[src/rtl/sraa_encoder_ctrl.sv]
// ---------------------------------------------------------------------------
// sraa_encoder_ctrl
//
// Control FSM for a shift-register-adder-accumulator (SRAA) quasi-cyclic
// encoder. For each of NUM_BLK generator circulant blocks it loads the first
// row of the block from ROM into a cyclic generator register. It then accepts
// CIRC_SIZE serial information bits. Each accepted bit XORs the current
// generator row into the accumulator (when the bit is 1) and rotates the
// generator register by one position. After the last bit of the last block,
// the accumulator holds the parity and done pulses for one cycle.
//
// Ports
//   clk            : clock, rising edge
//   clear          : asynchronous active-low reset
//   start          : begin one codeword (only looked at in IDLE)
//   info_bit       : serial information bit
//   info_valid     : info_bit is valid this cycle
//   info_ready     : controller accepts info_bit this cycle (ACC state)
//   rom_addr       : generator ROM address (current block in LOAD/ACC, else 0)
//   load_shift_reg : load the ROM row into the generator register
//   gi_shift       : rotate the generator register
//   load_reg       : accumulator load enable
//   sraa_clear     : synchronous clear of the accumulator
//   info_bit_out   : info bit qualified by the handshake
//   busy           : high in every state except IDLE
//   done           : one-cycle pulse, accumulator holds the final parity
//   dbg_state      : current FSM state encoding, for observation only
//
// Handshake: a bit transfers on a cycle where info_valid && info_ready are
// both high. info_ready depends only on registered state, never on
// info_valid. A producer may hold info_valid high for any number of cycles.
// Cycles without a transfer freeze the datapath and all counters.
// ---------------------------------------------------------------------------
module sraa_encoder_ctrl #(
  parameter int CIRC_SIZE = 16,
  parameter int NUM_BLK   = 4,
  localparam int BLK_W    = (NUM_BLK > 1) ? $clog2(NUM_BLK) : 1,
  localparam int BIT_W    = $clog2(CIRC_SIZE) + 1
) (
  input  logic             clk,
  input  logic             clear,
  input  logic             start,
  input  logic             info_bit,
  input  logic             info_valid,
  output logic             info_ready,
  output logic [BLK_W-1:0] rom_addr,
  output logic             load_shift_reg,
  output logic             gi_shift,
  output logic             load_reg,
  output logic             sraa_clear,
  output logic             info_bit_out,
  output logic             busy,
  output logic             done,
  output logic [2:0]       dbg_state
);

  typedef enum logic [2:0] {
    S_IDLE = 3'd0,
    S_CLR  = 3'd1,
    S_LOAD = 3'd2,
    S_ACC  = 3'd3,
    S_DONE = 3'd4
  } state_e;

  localparam logic [BIT_W-1:0] BIT_LAST = BIT_W'(CIRC_SIZE - 1);
  localparam logic [BLK_W-1:0] BLK_LAST = BLK_W'(NUM_BLK - 1);

  state_e             state_q, state_d;
  logic [BLK_W-1:0]   blk_cnt_q, blk_cnt_d;
  logic [BIT_W-1:0]   bit_cnt_q, bit_cnt_d;
  logic               accept;

  assign accept = (state_q == S_ACC) && info_valid;

  // Next-state and counter update.
  always_comb begin
    state_d   = state_q;
    blk_cnt_d = blk_cnt_q;
    bit_cnt_d = bit_cnt_q;
    unique case (state_q)
      S_IDLE: begin
        if (start) state_d = S_CLR;
      end
      S_CLR: begin
        blk_cnt_d = '0;
        bit_cnt_d = '0;
        state_d   = S_LOAD;
      end
      S_LOAD: begin
        state_d = S_ACC;
      end
      S_ACC: begin
        if (accept) begin
          if (bit_cnt_q == BIT_LAST) begin
            // The last bit of the block has arrived. Either move on to the
            // next block's ROM row or finish the codeword. Neither counter
            // goes past its terminal value.
            bit_cnt_d = '0;
            if (blk_cnt_q == BLK_LAST) begin
              state_d = S_DONE;
            end else begin
              blk_cnt_d = blk_cnt_q + BLK_W'(1);
              state_d   = S_LOAD;
            end
          end else begin
            bit_cnt_d = bit_cnt_q + BIT_W'(1);
          end
        end
      end
      S_DONE: begin
        state_d = S_IDLE;
      end
      default: begin
        state_d = S_IDLE;
      end
    endcase
  end

  always_ff @(posedge clk or negedge clear) begin
    if (!clear) begin
      state_q   <= S_IDLE;
      blk_cnt_q <= '0;
      bit_cnt_q <= '0;
    end else begin
      state_q   <= state_d;
      blk_cnt_q <= blk_cnt_d;
      bit_cnt_q <= bit_cnt_d;
    end
  end

  // Outputs are decoded from registered state. load_reg, gi_shift and
  // info_bit_out are also qualified by the handshake. Because the reset is
  // asynchronous, all outputs fall to 0 as soon as clear goes low.
  assign info_ready     = (state_q == S_ACC);
  assign load_reg       = accept;
  assign gi_shift       = accept;
  assign info_bit_out   = info_bit && accept;
  assign load_shift_reg = (state_q == S_LOAD);
  assign sraa_clear     = (state_q == S_CLR);
  assign busy           = (state_q != S_IDLE);
  assign done           = (state_q == S_DONE);
  assign rom_addr       = ((state_q == S_LOAD) || (state_q == S_ACC)) ? blk_cnt_q : '0;
  assign dbg_state      = state_q;

endmodule

[config.mk]
export PLATFORM = sky130hd
export DESIGN_NAME = sraa_encoder_ctrl
export DESIGN_NICKNAME = d
export VERILOG_FILES = /design/src/rtl/sraa_encoder_ctrl.sv
export SDC_FILE = /design/constraint.sdc
export NUM_CORES = 1
export LEC_CHECK = 0
export BUFFER_PORTS_ARGS = -buffer_cell sky130_fd_sc_hd__buf_2
export CORE_MARGIN = 2
export CORE_UTILIZATION = 48
export DETAILED_ROUTE_END_ITERATION = 7
export PLACE_DENSITY_LB_ADDON = 0.1
export SLEW_MARGIN = 30
export SYNTH_ARGS = -nofsm -noshare
export SYNTH_HDL_FRONTEND = slang
export SYNTH_SLANG_ARGS = --single-unit
[constraint.sdc]
create_clock -name clk -period 1.84 [get_ports clk]
set_input_delay 0.368 -clock clk [delete_from_list [all_inputs] [get_ports clk]]
set_output_delay 0.368 -clock clk [all_outputs]
set_load 0.005 [all_outputs]
Word level (Yosys, flattened, before mapping)
Index checks and enable logic that the tools add are counted.
W data, S select, Z words.

cells by class
  $add $sub $neg = 2
  equal/unequal tests = 10
  reduce and logical (&&, ||, !) cells = 9
  mux-type cells = 13

operators by type and width
  operator               count
  $mux W3                4
  $pmux W3 S4            1
  $mux W5                2
  $pmux W5 S2            1
  $mux W2                4
  $eq A3 B2 Y1 const B   2
  $add A5 B1 Y5 const B  1
  $eq A5 B4 Y1 const B   1
  $ne A2 B1 Y1 const B   2
  $ne A2 B2 Y1 const B   2
  $pmux W2 S2            1
  $reduce_and A4 Y1      1
  $eq A3 B1 Y1 const B   1
  $eq A3 B3 Y1 const B   1
  $logic_not A3 Y1       1
  $reduce_and A3 Y1      1
  $reduce_bool A3 Y1     1
  $add A2 B1 Y2 const B  1
  $eq A2 B2 Y1 const B   1
  $logic_and A1 B1 Y1    2
  $reduce_and A2 Y1      1
  $reduce_bool A2 Y1     1
  $logic_or A1 B1 Y1     1

storage, ports and cells
  bits in registers = 10
  logic and storage cells = 37
  input bits = 5

Logic depth before layout (Yosys ltp)
  depth after elaboration = 5
  mapped depth = 6

Least setup slack after synthesis
OpenSTA, ideal clock, no wires.

  path kind = reg-to-reg
  start point = register state_q[2] (netlist: dbg_state[2])
  end point = register bit_cnt_q[3]
  arrival time = 1.308 ns
  period minus slack after synthesis = 1.389 ns
  cell stages (with the launch flop) = 5
  data required time = 1.760 ns
  setup slack = 0.451 ns
  cells stage by stage = dfrtp_1 buf_6 nand3b_1 or4_4 o211ai_2

on the way
  cells in the longest elaborated chain, start to end = 4

RTL lines
  item                                RTL line  RTL
  from (decl)                         68        state_e state_q, state_d;
  from (signal assigned)              125       state_q <= state_d;
  $eq A3 B2 Y1                        73, 80
  $logic_and A1 B1 Y1                 73        assign accept = (state_q == S_ACC) && info_valid;
  $ne A2 B1 Y1 (no source line)       --
  $reduce_and A2 Y1 (no source line)  --
  to (signal assigned)                127       bit_cnt_q <= bit_cnt_d;
  to (decl)                           70        logic [BIT_W-1:0] bit_cnt_q, bit_cnt_d;

Parallel ways exist; a longest one is shown, timed or not.
A chain may end at the register's enable or synchronous reset.

Worst setup path in the final report
  start point = register state_q[2] (netlist: dbg_state[2])
  end point = output busy

on the way
  cells in the longest elaborated chain, start to end = 1

RTL lines
  item                RTL line  RTL
  $reduce_bool A3 Y1  140       assign busy = (state_q != S_IDLE);
  to (decl)           52        output logic busy,

Every way passes these cells.

==> results_dict.tcl <==
set metrics [dict create \
    status "finished, final reports clean" \
    dieArea_um2 1617 \
    syn2layout_area_growth_pct 18.89 \
    synth_compound_area_share_pct 16.70 \
    worst-path-buf-inv 1 \
    place_ws_ns 0.3365 \
    fmax_ghz 0.5724 \
    synth-simple-area-share_pct 29.42 \
    num_rows 13 \
    antennaDiodeCount 0 \
    wire_per_inst_um 13.29 \
    finalHoldViolations 0 \
    critical-path-max-stage-delay_ns 0.50 \
    clockBufferDepth 2 \
    hp-class "in -> reg" \
    dpl.cell_count 94 \
    muxShareOfSynthArea_pct 1.590 \
    period_share_pct 94.95 \
    dp_hpwl_um 952.4 \
    antenna_found_initial 0 \
    io_pins 18 \
    drv_slew 0 \
    grt_usage_pct 19.98 \
    crit_type "reg -> out" \
    die_h_um 40.21 \
    synth-edff-count 0 \
    cts_made_buffers 3 \
    drive_gt1_share_pct 41.67 \
    initial_utilization_pct 49.61 \
    fin_area_um2 748.2 \
    ys_warn_count 0 \
    instances_no_fill 99 \
    grt_pass1_vias 479 \
    clkSinkCount 10 \
    wirelength_mm 1.316 \
    crit_fanout 12 \
    synth_top_family_by_area "simple AND/OR/NAND/NOR gates" \
    crit_chain "or3_2 > buf_2" \
    insertion_delay_ns 0.27 \
    min_period_ns 1.747 \
    cts_root_buf "clkbuf_4" \
    final_nets 92 \
    dr.pass1.iters 4 \
    syn_area_per_cell_um2 9.536 \
    p_leak_nw 0.3622 \
    ir_worst_vdd_mv 0.7050 \
    cp_top_family "simple AND/OR/NAND/NOR gates" \
    synth_ff_type "dfrtp_1" \
    setup_viol 0 \
    syn_nets 73 \
    place.port_buffers 17 \
    syn-cell-area_um2 629.4 \
    ant_nets 0 \
    finalWorstSetupSlack_ns 0.09290 \
    synth-seq-cells 10 \
    cts_tree "done" \
    num_vias 549 \
    drt_iter0_drc 13 \
    end_kind "output port" \
    synth_xor_area_share_pct 0 \
    worst_pin_slew_ns 0.3817 \
    syn_inst 66 \
    clock_skew_ns 0.001745 \
    crit_slowest_cell "or3_2" \
    drc 0 \
    drv_cap 0 \
    grt_overflow_total 0 \
    core_um2 1269 \
    grt_max_degree 13 \
    clk_pin_slew_ns 0.07 \
    synth_fa_ha_area_share_pct 3.976 \
    start_kind "flip-flop" \
    via_per_inst 5.545 \
    ys_async_sr_fraction_pct 100.0 \
    synth_cell_types 34 \
    post_dp_cell_area_um2 698.2 \
    slew_headroom_pct 74.29 \
    worst_ep_arrival_time_ns 1.38 \
    power_mw 1.050 \
    required_ns 1.47 \
    htree_levels 1 \
    finalSetupTns_ns 0 \
    grt_pass1_wl_mm 2.070 \
    yosysSeqAreaShare_pct 39.76 \
    power.density_nw_per_um2 1404 \
    die_w_um 40.21 \
    rsz0062_at_grt "false" \
    globalplace.congestion 0.7940 \
    post_cts_buffers 0 \
]
routing by layer:
layer  global-route usage [%]  vias up  share of wire (%)
li1                         -      272                  -
met1                    26.99      256                 48
met3                    5.000        2                5.8
met4                    10.00        0               0.76
met2                    29.44       19                 45
met5                        0        -                  0
flip-flops by register name, indices dropped and copies added (netlist names):
register,cells
dbg_state,3
blk_cnt_q,2
bit_cnt_q,5
power by group:
group / total [mW] / switching (mW) / internal, mW
Sequential: 0.378 / 0.0841 / 0.294
Clock: 0.202 / 0.0821 / 0.120
Combinational: 0.470 / 0.243 / 0.227
final cells by class:
cell class / count / area, um2
Clock buffer: 4 / 36.28
Fill cell: 117 / 520.5
Inverter: 5 / 18.77
Multi-Input combinational cell: 47 / 325.3
Sequential cell: 10 / 254.0
Tap cell: 15 / 18.77
Timing Repair Buffer: 18 / 95.09
placed cells by master, fill, tap and decap left out:
cell type and instances:
nand3_1 4, and4_4 1, a21oi_1 2, a41oi_1 1
and2_1 1, a22o_2 1, or4_4 1, or3_2 1
nor3b_1 3, o21ai_1 1, nor2_1 4, inv_2 2
and2b_2 1, nor3_1 3, a21o_2 1, dlygate4sd3_1 1
mux2i_1 1, nor4_1 1, ha_1 2, nand4b_1 1
o211ai_2 1, o21ai_0 4, nand2_1 5, and3_1 1
nand3b_1 1, clkbuf_8 1, and4b_1 1, o22ai_1 1
and2b_4 1, buf_2 17, dfrtp_1 7, o21a_1 1
clkbuf_4 3, dfrtp_2 3, inv_1 3, o21ai_4 1
through the flow:
step                      util, %  hold slack, ns
after floorplan                 -         0.07241
after global placement      55.03          0.2426
after detailed placement    55.03          0.2421
after CTS                   58.68          0.4123
after global routing        58.97          0.4140
final                       58.97          0.4177
cells by family (layout without fill, tap and decap cells):
kind of cell / after synthesis / after routing
flip-flops: 10 / 10
multiplexers: 1 / 1
buffers and inverters: 9 / 27
AO/OA/AOI/OAI: 14 / 14
AND/OR/NAND/NOR: 30 / 30
adder cells (fa/ha/maj): 2 / 2
repair_timing:
item / in CTS / in global routing
resized for setup: 0 / 3
hold buffers: 1 / 0
setup endpoints to repair: 0 / 1
endpoints found under the hold margin: 10 / 0
worst paths after layout:
kind | start | to | slack [ns] | cells after the start
max in group asynchronous | clear | dbg_state[2]$_DFFE_PN0P_ | 1.15 | 2
hold reg to reg | blk_cnt_q[0]$_DFFE_PN0P_ | blk_cnt_q[0]$_DFFE_PN0P_ | 0.51 | 1
setup reg to reg | dbg_state[2]$_DFFE_PN0P_ | bit_cnt_q[3]$_DFFE_PN0P_ | 0.35 | 4
setup / recovery | dbg_state[2]$_DFFE_PN0P_ | busy | 0.09 | 2
hold / removal | start | dbg_state[2]$_DFFE_PN0P_ | 0.42 | 3
min in group asynchronous | clear | bit_cnt_q[2]$_DFFE_PN0P_ | 0.48 | 2
Yosys cell counts, types with 2 or more instances:
library cell / n / share of area (%)
dfrtp_1: 10 / 40
nand2_1: 5 / 3.0
nand3_1: 4 / 3.2
nor2_1: 4 / 2.4
o21ai_0: 4 / 3.2
inv_1: 3 / 1.8
nor3_1: 3 / 2.4
nor3b_1: 3 / 3.6
a21oi_1: 2 / 1.6
buf_6: 2 / 3.6
ha_1: 2 / 4.0
inv_2: 2 / 1.2
worst register-to-register path, delay by kind of cell, from the launching register on:
family / cells / cell delay [ns]
compound gates: 2 / 0.17
flops: 1 / 0.47
simple gates: 2 / 0.79
Note: power is estimated with default switching activity, not from simulation.
